<file path="src/rtl/alu_seq_n_bits_pkg.sv">
// Shared opcode/state definitions for the sequential N-bit ALU.
// Latency: n/a (types and constants only).
// Backpressure: n/a.
package alu_pkg;

  localparam int OP_W   = 4;
  localparam int OP_MAX = 9;

  typedef enum logic [OP_W-1:0] {
    OP_ADD = 4'd0,
    OP_SUB = 4'd1,
    OP_AND = 4'd2,
    OP_OR  = 4'd3,
    OP_XOR = 4'd4,
    OP_LSR = 4'd5,
    OP_LSL = 4'd6,
    OP_MOD = 4'd7,
    OP_MUL = 4'd8,
    OP_DIV = 4'd9
  } alu_op_t;

  typedef enum logic [1:0] {
    ST_IDLE = 2'd0,
    ST_ITER = 2'd1,
    ST_FIN  = 2'd2
  } state_t;

  // Opcodes above OP_MAX have no defined operation.
  function automatic logic op_illegal(input logic [OP_W-1:0] op);
    return int'(op) > OP_MAX;
  endfunction

endpackage

</file>
<file path="src/rtl/alu_seq_n_bits_iter_muldiv.sv">
// Iterative unsigned multiplier (shift-add) and restoring divider, one bit per cycle.
// Latency: N cycles after load; last is high during the final iteration cycle.
// Backpressure: none; load restarts the unit unconditionally.
// Ports: clk, rst_n; load/is_div/a/b start an operation; last flags the final
// step; prod_lo/prod_hi give the 2N-bit product, quot/rem the division result.
module iter_muldiv #(
  parameter int N = 4
) (
  input  logic         clk,
  input  logic         rst_n,
  input  logic         load,
  input  logic         is_div,
  input  logic [N-1:0] a,
  input  logic [N-1:0] b,
  output logic         last,
  output logic [N-1:0] prod_lo,
  output logic [N-1:0] prod_hi,
  output logic [N-1:0] quot,
  output logic [N-1:0] rem
);

  localparam int CW = (N > 1) ? $clog2(N) : 1;

  // Accumulator layout: mul {partial product, remaining multiplier bits};
  // div {partial remainder, dividend bits shifting into quotient bits}.
  logic [N-1:0]  acc_hi;
  logic [N-1:0]  acc_lo;
  logic [N-1:0]  opnd;       // multiplicand for mul, divisor for div
  logic          div_mode;
  logic          run;
  logic [CW-1:0] cnt;

  logic [N-1:0]  hi_nxt;
  logic [N-1:0]  lo_nxt;
  logic [N:0]    mul_sum;
  logic [N:0]    div_sh;
  logic [N+1:0]  div_diff;
  logic          div_fits;

  assign last = run && (cnt == CW'(N - 1));

  always_comb begin
    mul_sum  = {1'b0, acc_hi} + (acc_lo[0] ? {1'b0, opnd} : '0);
    div_sh   = {acc_hi, acc_lo[N-1]};
    div_diff = {1'b0, div_sh} - {2'b00, opnd};
    div_fits = ~div_diff[N+1];
    if (div_mode) begin
      // The partial remainder stays below the divisor, so N bits hold it.
      hi_nxt = div_fits ? div_diff[N-1:0] : div_sh[N-1:0];
      lo_nxt = {acc_lo[N-2:0], div_fits};
    end else begin
      // Shift right with the adder carry entering the top of the accumulator.
      hi_nxt = mul_sum[N:1];
      lo_nxt = {mul_sum[0], acc_lo[N-1:1]};
    end
  end

  always_ff @(posedge clk or negedge rst_n) begin
    if (!rst_n) begin
      acc_hi   <= '0;
      acc_lo   <= '0;
      opnd     <= '0;
      div_mode <= 1'b0;
      run      <= 1'b0;
      cnt      <= '0;
    end else if (load) begin
      acc_hi   <= '0;
      acc_lo   <= is_div ? a : b;
      opnd     <= is_div ? b : a;
      div_mode <= is_div;
      run      <= 1'b1;
      cnt      <= '0;
    end else if (run) begin
      acc_hi <= hi_nxt;
      acc_lo <= lo_nxt;
      cnt    <= cnt + CW'(1);
      if (last) begin
        run <= 1'b0;
      end
    end
  end

  assign prod_lo = acc_lo;
  assign prod_hi = acc_hi;
  assign quot    = acc_lo;
  assign rem     = acc_hi;

endmodule

</file>
<file path="src/rtl/ripple_carry_adder_N_bits.sv">
// N-bit ripple-carry adder with carry-in and carry-out.
// Latency: combinational.
// Backpressure: none.
// Ports: a, b (addends), cin (carry in), sum, cout (carry out).
module ripple_carry_adder_N_bits #(
  parameter int N = 4
) (
  input  logic [N-1:0] a,
  input  logic [N-1:0] b,
  input  logic         cin,
  output logic [N-1:0] sum,
  output logic         cout
);

  logic [N:0] cy;

  assign cy[0] = cin;

  for (genvar i = 0; i < N; i++) begin : g_fa
    assign sum[i]  = a[i] ^ b[i] ^ cy[i];
    assign cy[i+1] = (a[i] & b[i]) | (cy[i] & (a[i] ^ b[i]));
  end

  assign cout = cy[N];

endmodule

</file>
<file path="src/rtl/alu_seq_n_bits.sv">
// Sequential N-bit ALU with start/busy/done handshake and registered result/flags.
// Latency: done 2 cycles after accept for single-cycle ops, N+2 for mul/div/mod.
// Backpressure: start is ignored while busy; nothing is queued.
// Ports: clk, rst_n; start/op/a/b request an operation; busy, done pulse,
// result, flags v/c/n/z, dz (divide by zero), err (illegal opcode).
module alu_seq_n_bits
  import alu_pkg::*;
#(
  parameter int N = 4
) (
  input  logic            clk,
  input  logic            rst_n,
  input  logic            start,
  input  logic [OP_W-1:0] op,
  input  logic [N-1:0]    a,
  input  logic [N-1:0]    b,
  output logic            busy,
  output logic            done,
  output logic [N-1:0]    result,
  output logic            v,
  output logic            c,
  output logic            n,
  output logic            z,
  output logic            dz,
  output logic            err
);

  localparam logic [N-1:0] N_VAL = N'(N);

  state_t          state, state_nxt;
  logic [OP_W-1:0] op_q;
  logic [N-1:0]    a_q, b_q;

  logic            accept;
  logic            needs_iter;
  logic            load;
  logic            last;
  logic [N-1:0]    prod_lo, prod_hi, quot, rem;

  logic [N-1:0]    add_b;
  logic [N-1:0]    add_sum;
  logic            add_cout;

  logic [N-1:0]    res_nxt;
  logic            v_nxt, c_nxt, dz_nxt, err_nxt;

  assign accept     = (state == ST_IDLE) && start;
  // Division by zero has a fixed answer, so it skips the iterative unit.
  assign needs_iter = (op == OP_MUL) || (((op == OP_DIV) || (op == OP_MOD)) && (b != '0));
  assign busy       = (state != ST_IDLE);

  always_ff @(posedge clk or negedge rst_n) begin
    if (!rst_n) begin
      state <= ST_IDLE;
    end else begin
      state <= state_nxt;
    end
  end

  always_comb begin
    state_nxt = state;
    load      = 1'b0;
    case (state)
      ST_IDLE: begin
        if (start) begin
          load      = needs_iter;
          state_nxt = needs_iter ? ST_ITER : ST_FIN;
        end
      end
      ST_ITER: begin
        if (last) begin
          state_nxt = ST_FIN;
        end
      end
      ST_FIN:  state_nxt = ST_IDLE;
      default: state_nxt = ST_IDLE;
    endcase
  end

  always_ff @(posedge clk or negedge rst_n) begin
    if (!rst_n) begin
      op_q <= '0;
      a_q  <= '0;
      b_q  <= '0;
    end else if (accept) begin
      op_q <= op;
      a_q  <= a;
      b_q  <= b;
    end
  end

  // Loaded straight from the inputs on the accept edge, in step with the latches.
  iter_muldiv #(.N(N)) u_muldiv (
    .clk     (clk),
    .rst_n   (rst_n),
    .load    (load),
    .is_div  (op != OP_MUL),
    .a       (a),
    .b       (b),
    .last    (last),
    .prod_lo (prod_lo),
    .prod_hi (prod_hi),
    .quot    (quot),
    .rem     (rem)
  );

  // op[0] selects subtract: a + ~b + 1.
  assign add_b = op_q[0] ? ~b_q : b_q;

  ripple_carry_adder_N_bits #(.N(N)) u_adder (
    .a    (a_q),
    .b    (add_b),
    .cin  (op_q[0]),
    .sum  (add_sum),
    .cout (add_cout)
  );

  always_comb begin
    res_nxt = '0;
    v_nxt   = 1'b0;
    c_nxt   = 1'b0;
    dz_nxt  = 1'b0;
    err_nxt = op_illegal(op_q);
    case (op_q)
      OP_ADD, OP_SUB: begin
        res_nxt = add_sum;
        c_nxt   = add_cout;
        v_nxt   = (a_q[N-1] == add_b[N-1]) && (add_sum[N-1] != a_q[N-1]);
      end
      OP_AND: res_nxt = a_q & b_q;
      OP_OR:  res_nxt = a_q | b_q;
      OP_XOR: res_nxt = a_q ^ b_q;
      OP_LSR: res_nxt = (b_q >= N_VAL) ? '0 : (a_q >> b_q);
      OP_LSL: res_nxt = (b_q >= N_VAL) ? '0 : (a_q << b_q);
      OP_MOD: begin
        if (b_q == '0) begin
          res_nxt = a_q;
          dz_nxt  = 1'b1;
        end else begin
          res_nxt = rem;
        end
      end
      OP_DIV: begin
        if (b_q == '0) begin
          res_nxt = '1;
          dz_nxt  = 1'b1;
        end else begin
          res_nxt = quot;
        end
      end
      OP_MUL: begin
        res_nxt = prod_lo;
        c_nxt   = |prod_hi;
        v_nxt   = |prod_hi;
      end
      default: res_nxt = '0;
    endcase
  end

  // An illegal op yields result 0, so n=0 and z=1 fall out of the common rule.
  always_ff @(posedge clk or negedge rst_n) begin
    if (!rst_n) begin
      done   <= 1'b0;
      result <= '0;
      v      <= 1'b0;
      c      <= 1'b0;
      n      <= 1'b0;
      z      <= 1'b0;
      dz     <= 1'b0;
      err    <= 1'b0;
    end else begin
      done <= 1'b0;
      if (state == ST_FIN) begin
        done   <= 1'b1;
        result <= res_nxt;
        v      <= v_nxt;
        c      <= c_nxt;
        n      <= res_nxt[N-1];
        z      <= (res_nxt == '0);
        dz     <= dz_nxt;
        err    <= err_nxt;
      end
    end
  end

endmodule

</file>
<file path="config.mk">
export PLATFORM = sky130hd
export DESIGN_NAME = alu_seq_n_bits
export DESIGN_NICKNAME = d
export VERILOG_FILES = /design/src/rtl/alu_seq_n_bits_pkg.sv /design/src/rtl/alu_seq_n_bits_iter_muldiv.sv /design/src/rtl/ripple_carry_adder_N_bits.sv /design/src/rtl/alu_seq_n_bits.sv
export SDC_FILE = /design/constraint.sdc
export NUM_CORES = 1
export LEC_CHECK = 0
export CELL_PAD_IN_SITES_DETAIL_PLACEMENT = 1
export CELL_PAD_IN_SITES_GLOBAL_PLACEMENT = 1
export CORE_MARGIN = 2
export CORE_UTILIZATION = 35
export CTS_CLUSTER_DIAMETER = 40
export DETAILED_ROUTE_END_ITERATION = 8
export HOLD_SLACK_MARGIN = 0.02
export PLACE_DENSITY_LB_ADDON = 0.1
export SYNTH_ARGS = -nofsm -noshare
export SYNTH_HDL_FRONTEND = slang
export SYNTH_HIERARCHICAL = 1
export SYNTH_SLANG_ARGS = --single-unit
</file>
<file path="constraint.sdc">
create_clock -name clk -period 4.3 [get_ports clk]
set_input_delay 0.43 -clock clk [delete_from_list [all_inputs] [get_ports clk]]
set_output_delay 0.43 -clock clk [all_outputs]
set_load 0.005 [all_outputs]
</file>
# After elaboration in Yosys (flattened, before gate mapping)
# Cells that the tools add are included.
# totals
ff_bits	41
in_bits	15
out_inout_bits	12
word_cells	119
# op_classes
magnitude_cmp	2
eq_ne	20
shift	2
bitwise_logic	25
muxes	32
n_reduce_logical	17
n_addsub	3
# op_table
operator	count
two-way mux 4 bit	15
one-hot mux 4 bit (9 select lines)	1
equality test 4 x 3 -> 1 bit, second input constant	5
equality test 4 bit, second input constant	4
logical NOT 4 bit	3
two-way mux 2 bit	5
bitwise AND 1 bit	8
equality test 4 x 2 -> 1 bit, second input constant	2
two-way mux 1 bit	8
bitwise XOR 1 bit	8
subtractor 5 x 4 -> 6 bit	1
adder 4 x 5 -> 5 bit	1
bitwise AND 4 bit	1
equality test 2 bit, second input constant	2
equality test 4 x 1 -> 1 bit, second input constant	1
greater-or-equal comparator 4 x 3 -> 1 bit, second input constant	1
greater-than comparator 4 bit, second input constant	1
logical AND 1 bit	4
inequality test 2 bit, second input constant	2
inequality test 4 bit, second input constant	1
inverter 4 bit	1
bitwise OR 1 bit	4
bitwise OR 4 bit	1
one-hot mux 1 bit (2 select lines)	2
other kinds (16)	19

# Logic depth before layout (Yosys ltp)
# Gate-level depths: netlist (run 1).
# logic_depth
ltp_word	13
ltp_mapped	15
ltp_nobuf	14

# Hierarchy
# The synthesis (run 1) kept the hierarchy.
# by_module_without_submodules
mod	seq_area_each_um2	n_inst	area_each_um2	cells_per_inst
alu_seq_n_bits	600.6	1	1760.4	195
iter_muldiv	400.4	1	1237.4	133
ripple_carry_adder_N_bits	0.0	1	117.6	14

# Worst setup path before layout (run 1)
# No wires, ideal clock.
# synth_path
kind	reg2reg
start	register op_q[0]
end	register result[3]
setup_ns	0.125
t_arrival_ns	3.068
stages_incl_launch_ff	16
slack_ns	1.107
path_cell_list	dfrtp_1 -> buf_1 -> xor2_1 -> fa_1 -> inv_1 -> fa_1 -> inv_1 -> fa_1 -> inv_1 -> fa_1 -> inv_1 -> nor2b_1 -> o21ai_0 -> o211a_1 -> o2111ai_1 -> mux2_2
# synth_via
elab_chain_len	10
word_cells_on_any_way	27
# synth_rtl
element	line	rtl
from (decl)	alu_seq_n_bits.sv:31	logic [OP_W-1:0] op_q;
from (signal assigned)	alu_seq_n_bits.sv:86	op_q <= op;
two-way mux 4 bit (*)	alu_seq_n_bits.sv:108	assign add_b = op_q[0] ? ~b_q : b_q;
named net add_b[0]	alu_seq_n_bits.sv:40	logic [N-1:0] add_b;
bitwise XOR 1 bit	ripple_carry_adder_N_bits.sv:21	assign cy[i+1] = (a[i] & b[i]) | (cy[i] & (a[i] ^ b[i]));
bitwise AND 1 bit	ripple_carry_adder_N_bits.sv:21	
bitwise OR 1 bit (*)	ripple_carry_adder_N_bits.sv:21	
bitwise AND 1 bit (*)	ripple_carry_adder_N_bits.sv:21	
bitwise OR 1 bit (*)	ripple_carry_adder_N_bits.sv:21	
bitwise AND 1 bit (*)	ripple_carry_adder_N_bits.sv:21	
bitwise OR 1 bit (*)	ripple_carry_adder_N_bits.sv:21	
bitwise XOR 1 bit (*)	ripple_carry_adder_N_bits.sv:20	assign sum[i] = a[i] ^ b[i] ^ cy[i];
named net add_sum[3]	alu_seq_n_bits.sv:41	logic [N-1:0] add_sum;
one-hot mux 4 bit (9 select lines) (*)	alu_seq_n_bits.sv:124	case (op_q)
to (signal assigned)	alu_seq_n_bits.sv:175	result <= res_nxt;
to (decl)	alu_seq_n_bits.sv:19	output logic [N-1:0] result,
# The timed path passes the listed nets; every way through them passes the cells marked *.
# A chain may end at the register's enable or synchronous reset.

# Worst setup path in the final report (run 1)
# layout_path
start	register b_q[0]
end	register result[3]
# layout_via
elab_chain_len	11
word_cells_on_any_way	20
# layout_rtl
element	line	rtl
from (decl)	alu_seq_n_bits.sv:32	logic [N-1:0] a_q, b_q;
from (signal assigned)	alu_seq_n_bits.sv:84	b_q <= '0;
from (signal assigned)	alu_seq_n_bits.sv:88	b_q <= b;
inverter 4 bit	alu_seq_n_bits.sv:108	
two-way mux 4 bit (*)	alu_seq_n_bits.sv:108	
named net add_b[0]	alu_seq_n_bits.sv:40	
bitwise XOR 1 bit	ripple_carry_adder_N_bits.sv:21	
bitwise AND 1 bit	ripple_carry_adder_N_bits.sv:21	
bitwise OR 1 bit (*)	ripple_carry_adder_N_bits.sv:21	
bitwise AND 1 bit (*)	ripple_carry_adder_N_bits.sv:21	
bitwise OR 1 bit (*)	ripple_carry_adder_N_bits.sv:21	
bitwise AND 1 bit (*)	ripple_carry_adder_N_bits.sv:21	
bitwise OR 1 bit (*)	ripple_carry_adder_N_bits.sv:21	
bitwise XOR 1 bit (*)	ripple_carry_adder_N_bits.sv:20	
named net add_sum[3]	alu_seq_n_bits.sv:41	
one-hot mux 4 bit (9 select lines) (*)	alu_seq_n_bits.sv:124	
# Marks and branches as above.

==> impl_metrics.csv, run 1 <==
group,metric,value,unit
outcome,status,"complete, no violations",
critical_path,critPathArrivalTime,3.54,ns
placed_design,hpwl,6.42,mm
routing,wire_per_inst,18.1,µm
floorplanning,core,8680,µm²
critical_path,worst-r2r-setup-slack,0.93,ns
sta,hold_viol,0,
power,p_clk_share,9.6,%
routing,num_vias,2447,
clock_network,post_cts_resized,0,
critical_path,crit_fanout,14,
sta,fin_crit_sh,78.4,%
yosys,yosysTopAreaCell,"dfrtp_1",
clock_network,cts_max_level,2,
routing,drt-initial-drc-count,87,
sta,tns,0,ns
clock_network,cts_tree,"done",
floorplanning,num_rows,34,
sta,setup_ws,0.927,ns
global_routing,grt_pass1_wl,14.3,mm
clock_network,cts-root-buf,"clkbuf_8",
routing,wirelength,8.37,mm
sta,finalCriticalPeriod,3.37,ns
clock_network,clk_path_buf_depth,2,
global_routing,grt_pass1_vias,2622,
yosys,netlist_top_cells_area,"dfrtp_1, ha_1, mux2i_1",
global_routing,grt_max_degree,41,
critical_path,critPathCaptureType,"flop",
power,seq_power_share,34.6,%
yosys,avgSynthCellArea,9.11,µm²
yosys,synth_nets,381,
cells_and_area,antennaDiodeCount,0,
clock_network,postCtsHoldBufs,0,
routing,firstDrtPassIters,4,
clock_network,numCtsBuffers,5,
sta,worstMarginPinSlew,0.931,ns
power,pwr-share-comb,55.8,%
flow_run,maxCapViolCount,0,
floorplanning,io_pins,27,
floorplanning,die_area,9670,µm²
global_routing,gr-usage-all-layers,18.4,%
yosys,synth_edf_count,0,
power,p_sw_share,46.6,%
power,p_leak,1.56,nW
critical_path,required,4.47,ns
power,peakVddDrop,277,µV
placed_design,gp_congestion,0.859,
clock_network,worstSkewPairLatency,0.29,ns
sta,skew,0.0103,ns
sta,setup_viol,0,
yosys,synth_top_area_share,32.1,%
cells_and_area,layout-drive-gt1-share,9.32,%
yosys,synthArstFlopShare,100,%
clock_network,path_clk_slew,0.09,ns
placed_design,port_buffers,26,
global_routing,gr-total-overflow,0,
critical_path,critPathKind,"reg2reg",
routing,viasPerCell,5.30,
yosys,postSynthCellCount,342,
yosys,yosysSeqAreaShare,32.1,%
global_routing,antenna_found_initial,0,
yosys,ys_ff_latch,40,
sta,max_freq,0.297,GHz
placed_design,pre_cts_ws,0.932,ns
min_path,hold_class,"in2async",
clock_network,cts_setup_buffers,0,
power,power,2.55,mW
cells_and_area,fin_area,3450,µm²
cells_and_area,final_core_util,39.7,%
cells_and_area,area_delta_synth_final,10.6,%
floorplanning,chipHeight,98.3,µm
power,power.internal,1.36,mW
yosys,synth-main-ff-cell,"dfrtp_1",
sta,rsz0062_at_grt,"no",
power,power_density,739,nW/µm²
yosys,ys_types,66,
placed_design,placed_area,3370,µm²
cells_and_area,fin_nets,393,
routing,postRouteAntennaNets,0,
yosys,synth.cell_area,3120,µm²
floorplanning,initial_utilization,35.9,%
critical_path,cp-start-kind,"flop",
sta,relSlewSlack,38.0,%
sta,slew_violations,0,
power,switchingPower,1.19,mW
routing,drc,0,
floorplanning,die-width,98.3,µm
clock_network,clkSinkCount,40,
yosys,yosys_warnings,6,
[worst max-delay path, cell delays in order, from the launching register on]
cell and delay, ns:
dfrtp_1 0.70, xor2_1 0.24, fa_1 0.21, inv_1 0.05, fa_1 0.36, inv_1 0.07
fa_1 0.15, inv_1 0.05, fa_1 0.47, inv_1 0.05, nor2b_1 0.13, o21ai_0 0.18
o211a_1 0.16, o2111ai_1 0.14, mux2_2 0.29
[synth_stat cells, types with 3 or more instances]
master and number:
mux2i_1 16, nand3_1 5, fa_1 6, buf_6 4
nand2b_1 4, xnor2_1 4, buf_2 5, mux2_2 10
nand2_1 26, buf_4 11, nor3b_1 4, nor2b_1 7
xor2_1 4, dfrtp_1 40, or2_2 3, a22oi_1 4
nor3_1 4, o21ai_0 26, ha_1 18, and2_1 5
inv_1 33, o22ai_1 4, nand4b_1 3, a21oi_1 19
o21a_1 3, nor2_1 25
[layer usage]
| layer | wire [µm] | global-route usage (%) | part of all wire (%) |
|---|---|---|---|
| met1 | 4070 | 25.9 | 49 |
| met2 | 4090 | 30.7 | 49 |
| met3 | 123 | 2.29 | 1.5 |
| met4 | 87 | 3.69 | 1.0 |
| met5 | 0 | 0 | 0 |
[cells by family (layout without fill, tap and decap cells)]
logic type,Yosys count,count (layout),synth area share [%]
buffers and inverters,58,70,9.48
AO/OA/AOI/OAI,83,83,17.5
adder cells (fa/ha/maj),24,24,11.1
multiplexers,27,27,9.24
AND/OR/NAND/NOR,102,102,18.4
flip-flops,40,40,32.1
XOR/XNOR,8,8,2.25
[through the flow]
stage                     hold WS [ns]  instances
after floorplan                  0.134        342
after global placement           0.468        455
after detailed placement         0.486        455
after CTS                        0.312        462
after global routing             0.365        462
final                            0.274        462
[cell type report]
cell class	instances	area, µm²
clock buffers	5	68.8
multi-input cells	244	1820
flip-flops and latches	40	1000
inverters	34	128
well taps	108	135
repair buffers	29	278
clock inverters	2	12.5
fillers	1032	5230
[state kept, by name, summed over array words and instances, names as in the netlist, 2 cells and up]
signal,cells
a_q,4
b_q,4
op_q,4
result,4
state,2
u_muldiv/cnt,2
u_muldiv/opnd,4
u_muldiv/prod_hi,4
u_muldiv/prod_lo,4
[cells in the final DEF (no fill, tap or decap), drive strengths merged, types with 4 or more instances in the layout]
| master | count |
|---|---|
| dfrtp | 40 |
| nor3 | 5 |
| mux2 | 11 |
| xnor2 | 4 |
| o21ai | 27 |
| o22ai | 4 |
| a21oi | 19 |
| fa | 6 |
| mux2i | 16 |
| clkdlybuf4s50 | 25 |
| nand2 | 26 |
| nand2b | 5 |
| nand3 | 5 |
| ha | 18 |
| and2 | 5 |
| inv | 33 |
| xor2 | 4 |
| nor2b | 8 |
| clkbuf | 5 |
| nor2 | 25 |
| buf | 4 |
| nor3b | 4 |
| a22oi | 4 |
[power by group through the flow]
stage	registers, mW	logic, mW	clock network (mW)
detailed placement	0.889	1.43	0
finish	0.880	1.42	0.245
global route	0.924	1.63	0.271
floorplan	0.694	1.23	0
CTS	0.881	1.44	0.259
global placement	0.877	1.41	0
[final timing paths]
path / start / to / depth (start not counted)
setup / recovery: b_q[0] / result[3] / 14
hold / removal: rst_n / state[1] / 1
setup reg to reg: b_q[0] / result[3] / 14
hold reg to reg: dz / dz / 2
max in group asynchronous: rst_n / dz / 1
min in group clk: dz / dz / 2
Power figures use the tool's default switching activity.
==> run 2, diff against run 1 <==
==> constraint.sdc (replaced) <==
create_clock -name clk -period 3.2 [get_ports clk]
set_input_delay 0.32 -clock clk [delete_from_list [all_inputs] [get_ports clk]]
set_output_delay 0.32 -clock clk [all_outputs]
set_load 0.005 [all_outputs]
==> run 2 against run 1 <==
Net effect:
- critical path type unchanged
- critical endpoint is now z
- clock skew down 0.0011 ns
- die area unchanged
- clock-buffer cell count did not move
==> impl_metrics.csv, run 2 (synthesized netlist as in run 1, its figures left out) <==
group,metric,value,unit
sta,fin_crit_sh,94.3,%
global_routing,grt_max_degree,41,
critical_path,critPathKind,"reg2reg",
floorplanning,die-width,98.3,µm
routing,wire_per_inst,18.2,µm
floorplanning,core,8680,µm²
critical_path,required,3.39,ns
power,pwr-share-comb,57.9,%
routing,postRouteAntennaNets,0,
cells_and_area,layout_common_cells,"dfrtp_1, inv_1, nand2_1",
power,peakVddDrop,367,µV
floorplanning,initial_utilization,35.9,%
power,p_clk_share,12.0,%
sta,hold_ws,0.157,ns
floorplanning,io_pins,27,
floorplanning,die_area,9670,µm²
clock_network,worstSkewPairLatency,0.30,ns
routing,wirelength,8.54,mm
placed_design,hpwl,6.51,mm
clock_network,clk_path_buf_depth,2,
clock_network,cts_max_level,2,
clock_network,numCtsBuffers,5,
placed_design,gp_congestion,0.907,
power,p_sw_share,45.8,%
sta,worstMarginPinSlew,0.946,ns
cells_and_area,antennaDiodeCount,0,
sta,setup_viol,0,
min_path,hold_class,"in2async",
critical_path,worst-r2r-setup-slack,0.18,ns
power,p_leak,1.60,nW
sta,tns,0,ns
clock_network,path_clk_slew,0.09,ns
floorplanning,num_rows,34,
routing,firstDrtPassIters,4,
power,switchingPower,1.67,mW
clock_network,cts-root-buf,"clkbuf_8",
global_routing,grt_pass1_wl,14.3,mm
flow_run,maxCapViolCount,0,
global_routing,grt_pass1_vias,2681,
power,seq_power_share,30.2,%
power,power.internal,1.98,mW
sta,rsz0062_at_grt,"no",
clock_network,cts_tree,"done",
critical_path,critPathArrivalTime,3.21,ns
clock_network,clkSinkCount,40,
global_routing,gr-usage-all-layers,18.5,%
critical_path,crit_fanout,3,
cells_and_area,final_common_cell,"dfrtp_1",
global_routing,gr-total-overflow,0,
cells_and_area,area_delta_synth_final,13.9,%
placed_design,port_buffers,26,
placed_design,place_inst,460,
global_routing,antenna_found_initial,0,
cells_and_area,final_cells,469,
cells_and_area,fillers,1039,
sta,skew,0.00916,ns
outcome,status,"complete, no violations",
sta,hold_viol,0,
sta,finalCriticalPeriod,3.02,ns
routing,num_vias,2507,
cells_and_area,fin_nets,399,
routing,drt-initial-drc-count,91,
critical_path,critPathCaptureType,"flop",
sta,max_freq,0.331,GHz
sta,relSlewSlack,37.0,%
power,power_density,1030,nW/µm²
cells_and_area,layout-drive-gt1-share,12.5,%
routing,viasPerCell,5.35,
floorplanning,chipHeight,98.3,µm
critical_path,cp-start-kind,"flop",
sta,slew_violations,0,
routing,drc,0,
==> run 2: stage by stage <==
stage          setup WS, ns  cell area, µm²  util, %  power (mW)
6_report              0.182            3550     40.9        3.65
3_5_place_dp         0.0953            3400     39.2        3.18
2_1_floorplan       0.00744            3120        -        2.59
5_1_grt             0.00809            3550     40.9        4.03
3_3_place_gp          0.186            3400     39.2        3.13
4_1_cts              0.0550            3520     40.5        3.64
==> run 2: worst max-delay path: stages (launching register included) <==
cell and delay (ns):
dfrtp_1 0.42, xor2_2 0.19, fa_2 0.22, inv_1 0.06, fa_2 0.33, inv_2 0.07, fa_1 0.16, inv_1 0.05
fa_1 0.47, inv_1 0.06, nor2b_1 0.13, o21ai_1 0.14, o211a_1 0.17, o2111ai_2 0.11, o41ai_2 0.35
==> run 2: power groups by stage <==
stage               clock network [mW]  logic, mW  registers (mW)
finish                           0.437       2.11            1.10
global placement                     0       2.03            1.11
floorplan                            0       1.66           0.933
CTS                              0.453       2.09            1.10
detailed placement                   0       2.07            1.11
global route                     0.471       2.40            1.15
==> run 2: cell type report <==
type                            instances  area [µm²]  share of cell area (%)
Timing Repair Buffer                   35         327                    9.20
Clock buffer                            5        68.8                    1.94
Inverter                               34         128                    3.60
Multi-Input combinational cell        244        1840                    51.9
Sequential cell                        40        1000                    28.2
Clock inverter                          3        46.3                    1.30
Tap cell                              108         135                    3.81
==> run 2: metal layers <==
| metal | part of all wire [%] | routed length, µm | vias up | track usage (%) |
|---|---|---|---|---|
| met2 | 48 | 4100 | 20 | 30.9 |
| met3 | 1.9 | 160 | 11 | 2.58 |
| met1 | 48 | 4140 | 1254 | 25.3 |
| met4 | 1.7 | 148 | 0 | 5.06 |
| li1 | - | - | 1222 | - |
| met5 | 0 | 0 | - | 0 |
==> run 2: final timing paths <==
kind | startpoint | end | depth (start not counted)
setup / recovery | b_q[0] | z | 14
hold / removal | rst_n | state[1] | 1
setup reg to reg | b_q[0] | z | 14
hold reg to reg | dz | dz | 2
max in group asynchronous | rst_n | result[2] | 1
min in group clk | dz | dz | 2
==> run 2: what timing repair did <==
item,in CTS,in global routing
gates resized for setup,0,7
endpoints found under the setup margin,0,2
hold buffers,0,0
buffers inserted,0,1
==> run 3, diff against run 2 <==
--- a/config.mk
+++ b/config.mk
@@ -5,6 +5,7 @@
 export SDC_FILE = /design/constraint.sdc
 export NUM_CORES = 1
 export LEC_CHECK = 0
+export ABC_AREA = 0
 export CELL_PAD_IN_SITES_DETAIL_PLACEMENT = 1
 export CELL_PAD_IN_SITES_GLOBAL_PLACEMENT = 1
 export CORE_MARGIN = 2
==> results of run 3 <==
Same layout as run 2: the final DEF is identical, and so are final timing and power.
